`config.mk`:
```
export PLATFORM = sky130hd
export DESIGN_NAME = uart_tx_fifo
export DESIGN_NICKNAME = d
export VERILOG_FILES = /design/src/rtl/uart_tx_fifo.sv
export SDC_FILE = /design/constraint.sdc
export NUM_CORES = 1
export LEC_CHECK = 0
export BUFFER_PORTS_ARGS = -buffer_cell sky130_fd_sc_hd__buf_2
export CELL_PAD_IN_SITES_DETAIL_PLACEMENT = 0
export CELL_PAD_IN_SITES_GLOBAL_PLACEMENT = 1
export CORE_MARGIN = 2
export CORE_UTILIZATION = 49
export DETAILED_ROUTE_END_ITERATION = 7
export GPL_TIMING_DRIVEN = 1
export PLACE_DENSITY = 0.74
export SYNTH_ARGS = -nofsm -noshare
export SYNTH_HDL_FRONTEND = slang
export SYNTH_SLANG_ARGS = --single-unit
```
`constraint.sdc`:
```
create_clock -name clk -period 3.3 [get_ports clk]
set_input_delay 0.33 -clock clk [delete_from_list [all_inputs] [get_ports clk]]
set_output_delay 0.33 -clock clk [all_outputs]
set_load 0.05 [all_outputs]
```
`src/rtl/uart_tx_fifo.sv`:
```
// Byte FIFO feeding a UART transmitter: circular buffer plus a three-state send FSM that
// issues one start pulse per frame and recovers if the UART never acknowledges the pulse.
module uart_tx_fifo #(
  parameter int unsigned DEPTH_LOG2 = 4
) (
  input  logic                  clk,
  input  logic                  rst,
  input  logic                  push,
  input  logic [7:0]            push_byte,
  output logic                  full,
  output logic [DEPTH_LOG2:0]   count,
  output logic                  overflow,
  input  logic                  is_transmitting,
  output logic                  transmit,
  output logic [7:0]            tx_byte
);

  localparam int unsigned DEPTH = 1 << DEPTH_LOG2;
  localparam logic [DEPTH_LOG2:0]   CNT_FULL = (DEPTH_LOG2 + 1)'(DEPTH);
  localparam logic [DEPTH_LOG2:0]   CNT_ONE  = (DEPTH_LOG2 + 1)'(1);
  localparam logic [DEPTH_LOG2-1:0] PTR_ONE  = DEPTH_LOG2'(1);

  localparam logic [1:0] StIdle      = 2'd0;
  localparam logic [1:0] StWaitStart = 2'd1;
  localparam logic [1:0] StWaitDone  = 2'd2;
  localparam logic [1:0] WAIT_LIMIT  = 2'd3;

  logic [7:0]            r_mem [DEPTH];
  logic [DEPTH_LOG2-1:0] r_wr_ptr;
  logic [DEPTH_LOG2-1:0] r_rd_ptr;
  logic [DEPTH_LOG2:0]   r_count;
  logic [DEPTH_LOG2:0]   w_count_d;
  logic                  r_full;
  logic                  r_overflow;
  logic [1:0]            r_state;
  logic [1:0]            w_state_d;
  logic [1:0]            r_wait;
  logic [7:0]            r_tx_byte;
  logic                  w_push_ok;
  logic                  w_pop;

  // Push is judged against the registered full flag, so a same-cycle pop never rescues it.
  assign w_push_ok = push & ~r_full;
  assign w_pop     = (r_state == StIdle) & (r_count != '0) & ~is_transmitting & ~rst;

  always_comb begin
    w_count_d = r_count;
    unique case ({w_push_ok, w_pop})
      2'b10:   w_count_d = r_count + CNT_ONE;
      2'b01:   w_count_d = r_count - CNT_ONE;
      default: w_count_d = r_count;
    endcase
  end

  always_comb begin
    w_state_d = r_state;
    unique case (r_state)
      StIdle: begin
        if (w_pop) w_state_d = StWaitStart;
      end
      StWaitStart: begin
        // A UART that never raises busy still consumes the byte after the timeout.
        if (is_transmitting)           w_state_d = StWaitDone;
        else if (r_wait == WAIT_LIMIT) w_state_d = StIdle;
      end
      StWaitDone: begin
        if (!is_transmitting) w_state_d = StIdle;
      end
      default: w_state_d = StIdle;
    endcase
  end

  always_ff @(posedge clk) begin
    if (!rst && w_push_ok) r_mem[r_wr_ptr] <= push_byte;
  end

  always_ff @(posedge clk) begin
    if (rst) begin
      r_wr_ptr   <= '0;
      r_rd_ptr   <= '0;
      r_count    <= '0;
      r_full     <= 1'b0;
      r_overflow <= 1'b0;
      r_state    <= StIdle;
      r_wait     <= '0;
      r_tx_byte  <= '0;
    end else begin
      if (w_push_ok) r_wr_ptr <= r_wr_ptr + PTR_ONE;
      if (w_pop) begin
        r_rd_ptr  <= r_rd_ptr + PTR_ONE;
        r_tx_byte <= r_mem[r_rd_ptr];
      end
      if (push && r_full) r_overflow <= 1'b1;
      r_count <= w_count_d;
      r_full  <= (w_count_d == CNT_FULL);
      r_state <= w_state_d;
      if (r_state == StWaitStart && !is_transmitting) r_wait <= r_wait + 2'd1;
      else                                            r_wait <= '0;
    end
  end

  assign full     = r_full;
  assign count    = r_count;
  assign overflow = r_overflow;
  assign transmit = w_pop;
  // Head byte is visible during the pulse cycle, then held until the next pulse.
  assign tx_byte  = w_pop ? r_mem[r_rd_ptr] : r_tx_byte;

endmodule

```
After elaboration in Yosys (flattened, before gate mapping)
Memories as Yosys holds them, arrays and structs flattened. A register that Yosys moved wholly into a read port is not among the register bits.
Index checks and enable logic that the tools add are counted.
{"block": "classes", "mux": 11, "bitwise": 8, "add_sub_neg": 5, "reduce_logical": 9, "eq_ne": 9}
{"op": "$pmux 5 s2", "n": 1}
{"op": "$add 4x1->4 const B", "n": 2}
{"op": "$mux 2", "n": 4}
{"op": "$mux 4", "n": 2}
{"op": "$mux 8", "n": 1}
{"op": "$eq 2x2->1 const B", "n": 3}
{"op": "$pmux 2 s3", "n": 1}
{"op": "$add 5x1->5 const B", "n": 1}
{"op": "$eq 5x5->1 const B", "n": 1}
{"op": "$reduce_bool 5->1", "n": 1}
{"op": "$sub 5x1->5 const B", "n": 1}
{"op": "$and 1x1->1", "n": 4}
{"op": "$eq 2x1->1 const B", "n": 2}
{"op": "$ne 2x2->1 const B", "n": 2}
{"op": "$not 1->1", "n": 4}
{"op": "$logic_and 1x1->1", "n": 3}
{"op": "$ne 3x3->1 const B", "n": 1}
{"op": "$reduce_and 3->1", "n": 1}
{"op": "$add 2x1->2 const B", "n": 1}
{"op": "$logic_not 1->1", "n": 2}
{"op": "$logic_not 2->1", "n": 1}
{"op": "$mux 1", "n": 2}
{"op": "$reduce_or 2->1", "n": 1}
{"block": "totals", "ramBits": 128, "word_cells": 51, "input_bits": 12, "out_inout_bits": 16, "n_memories": 1, "regBits": 27}
{"name": "r_mem", "words": 16, "width": 8, "read_ports": 1, "rd_ports_with_merged_regs": 1, "write_ports": 1, "line_no": "28", "text": "logic [7:0] r_mem [DEPTH];"}

Depth between registers and ports, before layout
Gate-level depths: netlist of run 1.
{"block": "logic_depth", "word_depth": 7, "mapped_depth": 13, "ltp_nobuf": 11}

Least setup slack after synthesis of run 1
No wires, ideal clock.
{"block": "synth_path", "path_kind": "register to register", "from": "register r_count[2], in the netlist count[2]", "to": "register r_full, in the netlist full", "path_slack_ns": 0.000, "required_time_ns": 3.184, "arrival_ns": 3.184, "path_stages_with_launch": 14, "setup_time_ns": 0.116, "period_less_slack_ns": 3.300, "cell_sequence": "dfxtp_1 buf_6 or4_4 o21ai_2 inv_2 ha_1 clkbuf_1 xor2_1 ha_1 nor2b_1 o32ai_1 mux2i_1 nand3_1 and4_1"}
{"block": "synth_via", "elab_chain_len": 7}
{"element": "from (decl)", "line_no": "31", "text": "logic [DEPTH_LOG2:0] r_count;"}
{"element": "from (signal assigned)", "line_no": "94", "text": "r_count <= w_count_d;"}
{"element": "$reduce_bool 5->1 *", "line_no": "44", "text": "assign w_pop = (r_state == StIdle) & (r_count != '0) & ~is_transmitting & ~rst;"}
{"element": "$and 1x1->1 * (3 in series)", "line_no": "44"}
{"element": "via transmit", "line_no": "14", "text": "output logic transmit,"}
{"element": "$eq 2x1->1 or $eq 2x2->1 (tied branches)", "line_no": "48", "text": "unique case ({w_push_ok, w_pop})"}
{"element": "$pmux 5 s2 *", "line_no": "48"}
{"element": "$eq 5x5->1 *", "line_no": "95", "text": "r_full <= (w_count_d == CNT_FULL);"}
{"element": "to (signal assigned)", "line_no": "95"}
{"element": "to (decl)", "line_no": "33", "text": "logic r_full;"}
The timed path passes the listed nets; every way through them passes the cells marked *.
A chain may end at the register's enable or synchronous reset.

Final worst setup path of run 1
{"block": "layout_path", "from": "register r_count[2], in the netlist count[2]", "to": "register r_full, in the netlist full"}
{"block": "layout_via", "elab_chain_len": 7}
{"element": "$reduce_bool 5->1", "line_no": "44"}
{"element": "$and 1x1->1 (3 in series)", "line_no": "44"}
{"element": "$eq 2x1->1 or $eq 2x2->1 (tied branches)", "line_no": "48"}
{"element": "$pmux 5 s2 *", "line_no": "48"}
{"element": "$eq 5x5->1 *", "line_no": "95"}
Mark *: on every way between the ends. The rest lies on a longest branch, timed or not.

==> metrics, run 1 <==
Combinational Power Share=0.177; top-area cell type share of the netlist area=0.6059; internal cell power=roughly 3.8 mW; library cells used by synthesis=43; Longest Clk Path Bufs=2; Net Sw Frac=0.2748; Ports=28; Synth Instances=roughly 370; largest cells by area after synthesis=edfxtp_1 (61%), mux4_2 (11%), dfxtp_1 (9.8%); Synth Cell Area=0.006344 sq mm; layout cells sized above 1=0.2710; CP Capture Type=register; RSZ-0062 raised after global routing=false; Core ar.=about 0.013 sq mm; Worst-path clk slew=around 0.060 ns; Slew @ Worst Pin=roughly 1.0 ns; ant diodes=0; row cnt=41; Clock Latency Late Sink=roughly 0.42 ns; largest net degree at the start of global routing=33; Syn Area/Cell=about 17 sq um; Routed wire per std cell=20.63 um; EDFF count, synth=roughly 130; number of global-route vias before repair=3,267; crit path DAT=approximately 3.3 ns; Detail Placement HPWL=between 7 and 8 mm; fin crit share=0.9148; most common cell after layout, fill and taps aside=edfxtp_1; TNS Setup=0 ns; fin crit period=~3 ns; CTS Sinks=~160; global-route wire length before repair=approximately 19 mm; CTS root buf=clkbuf_16; Pleak=~2.4 nW; Vias/cell=about 5.5; asr flop ratio synth=0; Max-cap violations=0; # H-tree levels=4; commonest register cell after synthesis=edfxtp_1; kind of critical path=register to register; worst hold path type=input pin to register; GRT Total Usage=0.1875; final net count=roughly 430; status=complete, no violations; Synth area leader=edfxtp_1; Reg power frac=0.449; gr ovfl total=0; Residual DRC=0; Fmax=0.3313 GHz; PwrDens=713.1 mW/mm^2; Final Non-Filler Cells=a little under 600; Detail Route Antenna Nets=0; full die area=~0.014 sq mm; Slew headroom=0.3206; setup violators final=0; Die Span Y=117.8 um; final hold violations=0; final worst clock skew=between 0.006 and 0.007 ns; Post-CTS Setup Repair Bufs=0; cts bufs inserted=17; initial antenna violation count=0; Fillers=~1,000; CP max FO=9; sw power=approximately 1.4 mW; routed via count=3,245; hold buffer count at CTS=0; area grow syn2layout=15.01%; power share of the clock group=0.375; post-CTS sizing=0; GP Congestion=approximately 0.76; register area share after synthesis=0.7037; final worst slack=0.2812 ns; worst slack, placed=~0.32 ns; CP Launch Type=register; DP Cell Count=between 500 and 600; initial core utilization=0.5027; TritonCTS clock tree=yes; maximum VDD drop=between 400 and 500 uV; DRT Wirelength=~12 mm; data required time of the critical path=around 3.6 ns; Yosys reg bits=between 150 and 200; Yosys warning count=0; # port buffers=27; most frequent cells in the layout=edfxtp_1 (128), nor2_1 (34), mux4_2 (32); 1st-pass router iterations=5; initial drt markers=220; count of final max-slew check failures=0; Die X=about 120 um; syn nets=between 300 and 400
==> kinds of logic (layout without fill, tap and decap cells) <==
family / Yosys count / after routing / share of synthesized area
buffers and inverters: 25 / 77 / 0.01854
flip-flops: 159 / 159 / 0.7037
AND/OR/NAND/NOR: 86 / 86 / 0.06746
adder cells (fa/ha/maj): 9 / 9 / 0.01775
AO/OA/AOI/OAI: 25 / 25 / 0.03531
multiplexers: 50 / 50 / 0.1420
XOR/XNOR: 11 / 11 / 0.01519
==> final timing paths <==
| path | slack, ns | cells past startpoint | end | startpoint |
|---|---|---|---|---|
| min reg2reg | 0.43 | 1 | r_wait[0] | r_wait[0] |
| max reg2reg | 0.28 | 11 | full | count[2] |
| max | 0.28 | 11 | full | count[2] |
| min | 0.16 | 3 | overflow | push |
==> worst max-delay path: stages (launching register included) <==
cell and delay (ns):
dfxtp_2 0.37, or4_4 0.56, o21ai_2 0.17, inv_2 0.13, ha_1 0.31, xor2_1 0.20, ha_1 0.23, nor2b_1 0.14
o32ai_1 0.30, mux2i_1 0.22, nand3_1 0.10, and4_1 0.20
==> registers in the layout, summed over array words and instances, names as in the netlist, named ones only <==
signal and count:
r_wait 2, r_state 2, r_mem 128, r_wr_ptr 4, full 1, overflow 1, r_tx_byte 8, r_rd_ptr 4
count 5
==> layout make-up <==
class	instances	area (sq um)	share of cell area
inverters	6	22.52	0.003087
clock buffers	22	454.2	0.06225
flip-flops and latches	159	4467	0.6122
multi-input cells	181	1762	0.2415
repair buffers	39	237.7	0.03258
clock inverters	10	137.6	0.01886
well taps	172	215.2	0.02950
==> Yosys cell counts, drive strengths merged, types with 6 or more instances <==
master	n
a21oi	9
buf	8
clkbuf	11
dfxtp	31
edfxtp	128
ha	9
inv	6
mux2i	18
mux4	32
nand2	18
nor2	34
nor2b	10
o221ai	8
xnor2	6
==> metrics by stage <==
stage	utilization	hold slack (ns)	power, mW	area (sq um)
after CTS	0.5781	0.1432	5.240	7296
final	0.5781	0.1578	5.203	7296
after global routing	0.5781	0.1691	5.409	7296
after floorplan	-	0.3962	3.077	6345
after detailed placement	0.5312	0.4124	3.301	6704
after global placement	0.5312	0.4052	3.290	6704
==> metal layers <==
metal	up-vias	wire length [um]	track usage
met3	16	694	0.04118
met4	0	160	0.06777
met1	1660	5252	0.2552
met5	-	0	0
li1	1490	-	-
met2	79	6041	0.3001
==> power by group through the flow <==
stage	registers (mW)	clock network, mW	logic (mW)
floorplan	2.43	0	0.643
global placement	2.37	0	0.920
detailed placement	2.38	0	0.925
CTS	2.33	1.98	0.929
global route	2.35	2.06	0.998
finish	2.33	1.95	0.920
(Power assumes the default switching activity.)
==> inputs of run 2 (changes only) <==
Settings changed: CORE_MARGIN 2 to unset.
==> run 2 against run 1 <==
- register-to-register slack gained 0.08 ns
- combinational power decreased by 2%
- utilization up 0.079 points
- flip-flop and latch count unchanged
- sequential share of layout area down 0.084 points
- clock power hardly changed
- maximum frequency grew 2.9%
- critical path type unchanged
- largest power group unchanged
- highest routed layer unchanged
==> metrics, run 2 (same netlist as run 1, synthesis figures left out) <==
status=complete, no violations; routed via count=3,196 (-1.5%); multi-input logic area=0.001762 sq mm (unchanged); Ports=28 (unchanged); CTS root buf=clkbuf_16; largest net degree at the start of global routing=33 (unchanged); CTS Sinks=159 (unchanged); post-CTS sizing=0 (unchanged); Slew headroom=0.3545 (+0.03391); max incr delay on CP=0.53 ns (-0.03 ns); Residual DRC=0 (unchanged); # port buffers=27 (unchanged); crit path cell chain=or4_4 -> o21ai_2 -> inv_2 -> ha_1 -> xor2_1 -> ha_1 -> nor4_1 -> a2111oi_0 -> mux2i_1 -> nand3_1 -> and4_1; Hold WS=0.1548 ns (-0.003008 ns); Top Metal Used=met4; row cnt=41 (unchanged); fin crit period=2.935 ns (-0.08408 ns); Top cell by count, worst path=ha_1; Core ar.=0.01262 sq mm (unchanged); Vias/cell=5.408 (-1.8%); # H-tree levels=4 (unchanged); Pleak=2.416 nW (+0.28%); hold buffer count at CTS=0 (unchanged); Longest Clk Path Bufs=2 (unchanged); kind of critical path=register to register; full die area=0.01341 sq mm (-3.4%); area grow syn2layout=15.17%; wl on met1=5.467 mm (+4.1%); number of global-route vias before repair=3,125 (-4.3%); Register Area=0.004467 sq mm (unchanged); Slew @ Worst Pin=0.9647 ns (-0.05068 ns); CP Capture Type=register; RSZ-0062 raised after global routing=false; maximum VDD drop=411.2 uV (-7.7%); PwrDens=711.4 mW/mm^2 (-0.25%); Largest Register=r_mem; Slowest-stage cell, CP=or4_4; Worst Path Buf+Inv=1 (unchanged); initial core utilization=0.5027 (unchanged); final worst clock skew=0.006834 ns (+0.0007890 ns); TNS Setup=0 ns (unchanged); data required time of the critical path=3.61 ns (about the same); WL met2=5.762 mm (-4.6%); CP top delay family=simple AND/OR/NAND/NOR gates; gr ovfl total=0 (unchanged); fin crit share=0.8893 (-0.02548); worst hold path type=input pin to register; CP Launch Type=register; Clock Latency Late Sink=0.42 ns (about the same); TritonCTS clock tree=yes; Fillers=996 (-0.60%); most common cell after layout, fill and taps aside=edfxtp_1; setup violators final=0 (unchanged); global-route wire length before repair=18.44 mm (-2.9%); count of final max-slew check failures=0 (unchanged); 1st-pass router iterations=4 (-1); cts bufs inserted=17 (unchanged); Die Span Y=115.8 um (-1.7%); final net count=427 (+0.47%); Max-cap violations=0 (unchanged); crit path DAT=3.24 ns (-0.09 ns); Met3 Wirelength=614 um (-12%); Detail Route Antenna Nets=0 (unchanged); DRT Wirelength=11.98 mm (-1.4%); Area after DPL=0.006719 sq mm (+0.22%); Fmax=0.3408 GHz (+2.9%); Worst-path clk slew=0.06 ns (about the same); ant diodes=0 (unchanged); Power Total=5.197 mW (-0.11%); r2r setup slk=0.37 ns (+0.08 ns); initial antenna violation count=0 (unchanged); Die X=115.8 um (-1.7%); GRT Total Usage=0.1982 (+0.01064); max FFs per register=128 (unchanged); Routed wire per std cell=20.26 um (-1.8%); CP max FO=10 (+1); final hold violations=0 (unchanged); most frequent cells in the layout=edfxtp_1 (128), nor2_1 (34), mux4_2 (32); Final Instance Area=0.007306 sq mm (+0.14%); layout cells sized above 1=0.2864 (+0.01541); Detail Placement HPWL=7.392 mm (-2.3%); GP Congestion=0.7518 (-1.1%); Post-CTS Setup Repair Bufs=0 (unchanged); initial drt markers=276 (+25%)
==> run 2: cell types whose count changed in the layout (fill, tap and decap cells not counted) <==
cell        delta
clkinvlp_4     +2
bufinv_16      -1
clkbuf_8       -1
clkinv_2       +1
inv_8          +1
buf_4          +2
inv_6          +3
clkinv_1       -2
clkbuf_1       -3
==> run 2: stage by stage <==
stage / utilization / instances / setup slack, ns
3_5_place_dp: 0.5324 / 559 / 0.4188
2_1_floorplan: - / 365 / 0.02680
4_1_cts: 0.5789 / 591 / 0.3945
6_report: 0.5789 / 591 / 0.3653
5_1_grt: 0.5789 / 591 / 0.1563
3_3_place_gp: 0.5324 / 559 / 0.4947
==> run 2: layout make-up <==
type,instances,area share
timing repair buffer,41,0.03459
clock inverter,14,0.02158
multi-input combinational,181,0.2411
clock buffer,18,0.05874
inverter,6,0.003083
sequential,159,0.6114
tap,172,0.02946
==> run 2: power breakdown <==
part           internal [mW]  switching [mW]
clock                   1.13           0.805
sequential              2.25           0.109
combinational          0.323           0.581
==> run 2: tightest hold or removal path: cells and delay by family <==
family,cells,cell delay (ns)
buffers and inverters,1,0.09
and+or+nand+nor,1,0.07
AOI/OAI and AO/OA,1,0.05
==> run 2: final timing paths <==
kind,end,cells after the start,start
worst max-delay path,full,11,count[1]
worst min-delay path,overflow,3,push
worst max register to register,full,11,count[1]
worst min register to register,r_wait[0],1,r_wait[0]
==> run 2: metal layers <==
layer | up-vias | track usage
met4 | 0 | 0.06752
li1 | 1495 | -
met3 | 8 | 0.05596
met5 | - | 0
met2 | 71 | 0.2972
met1 | 1622 | 0.2804
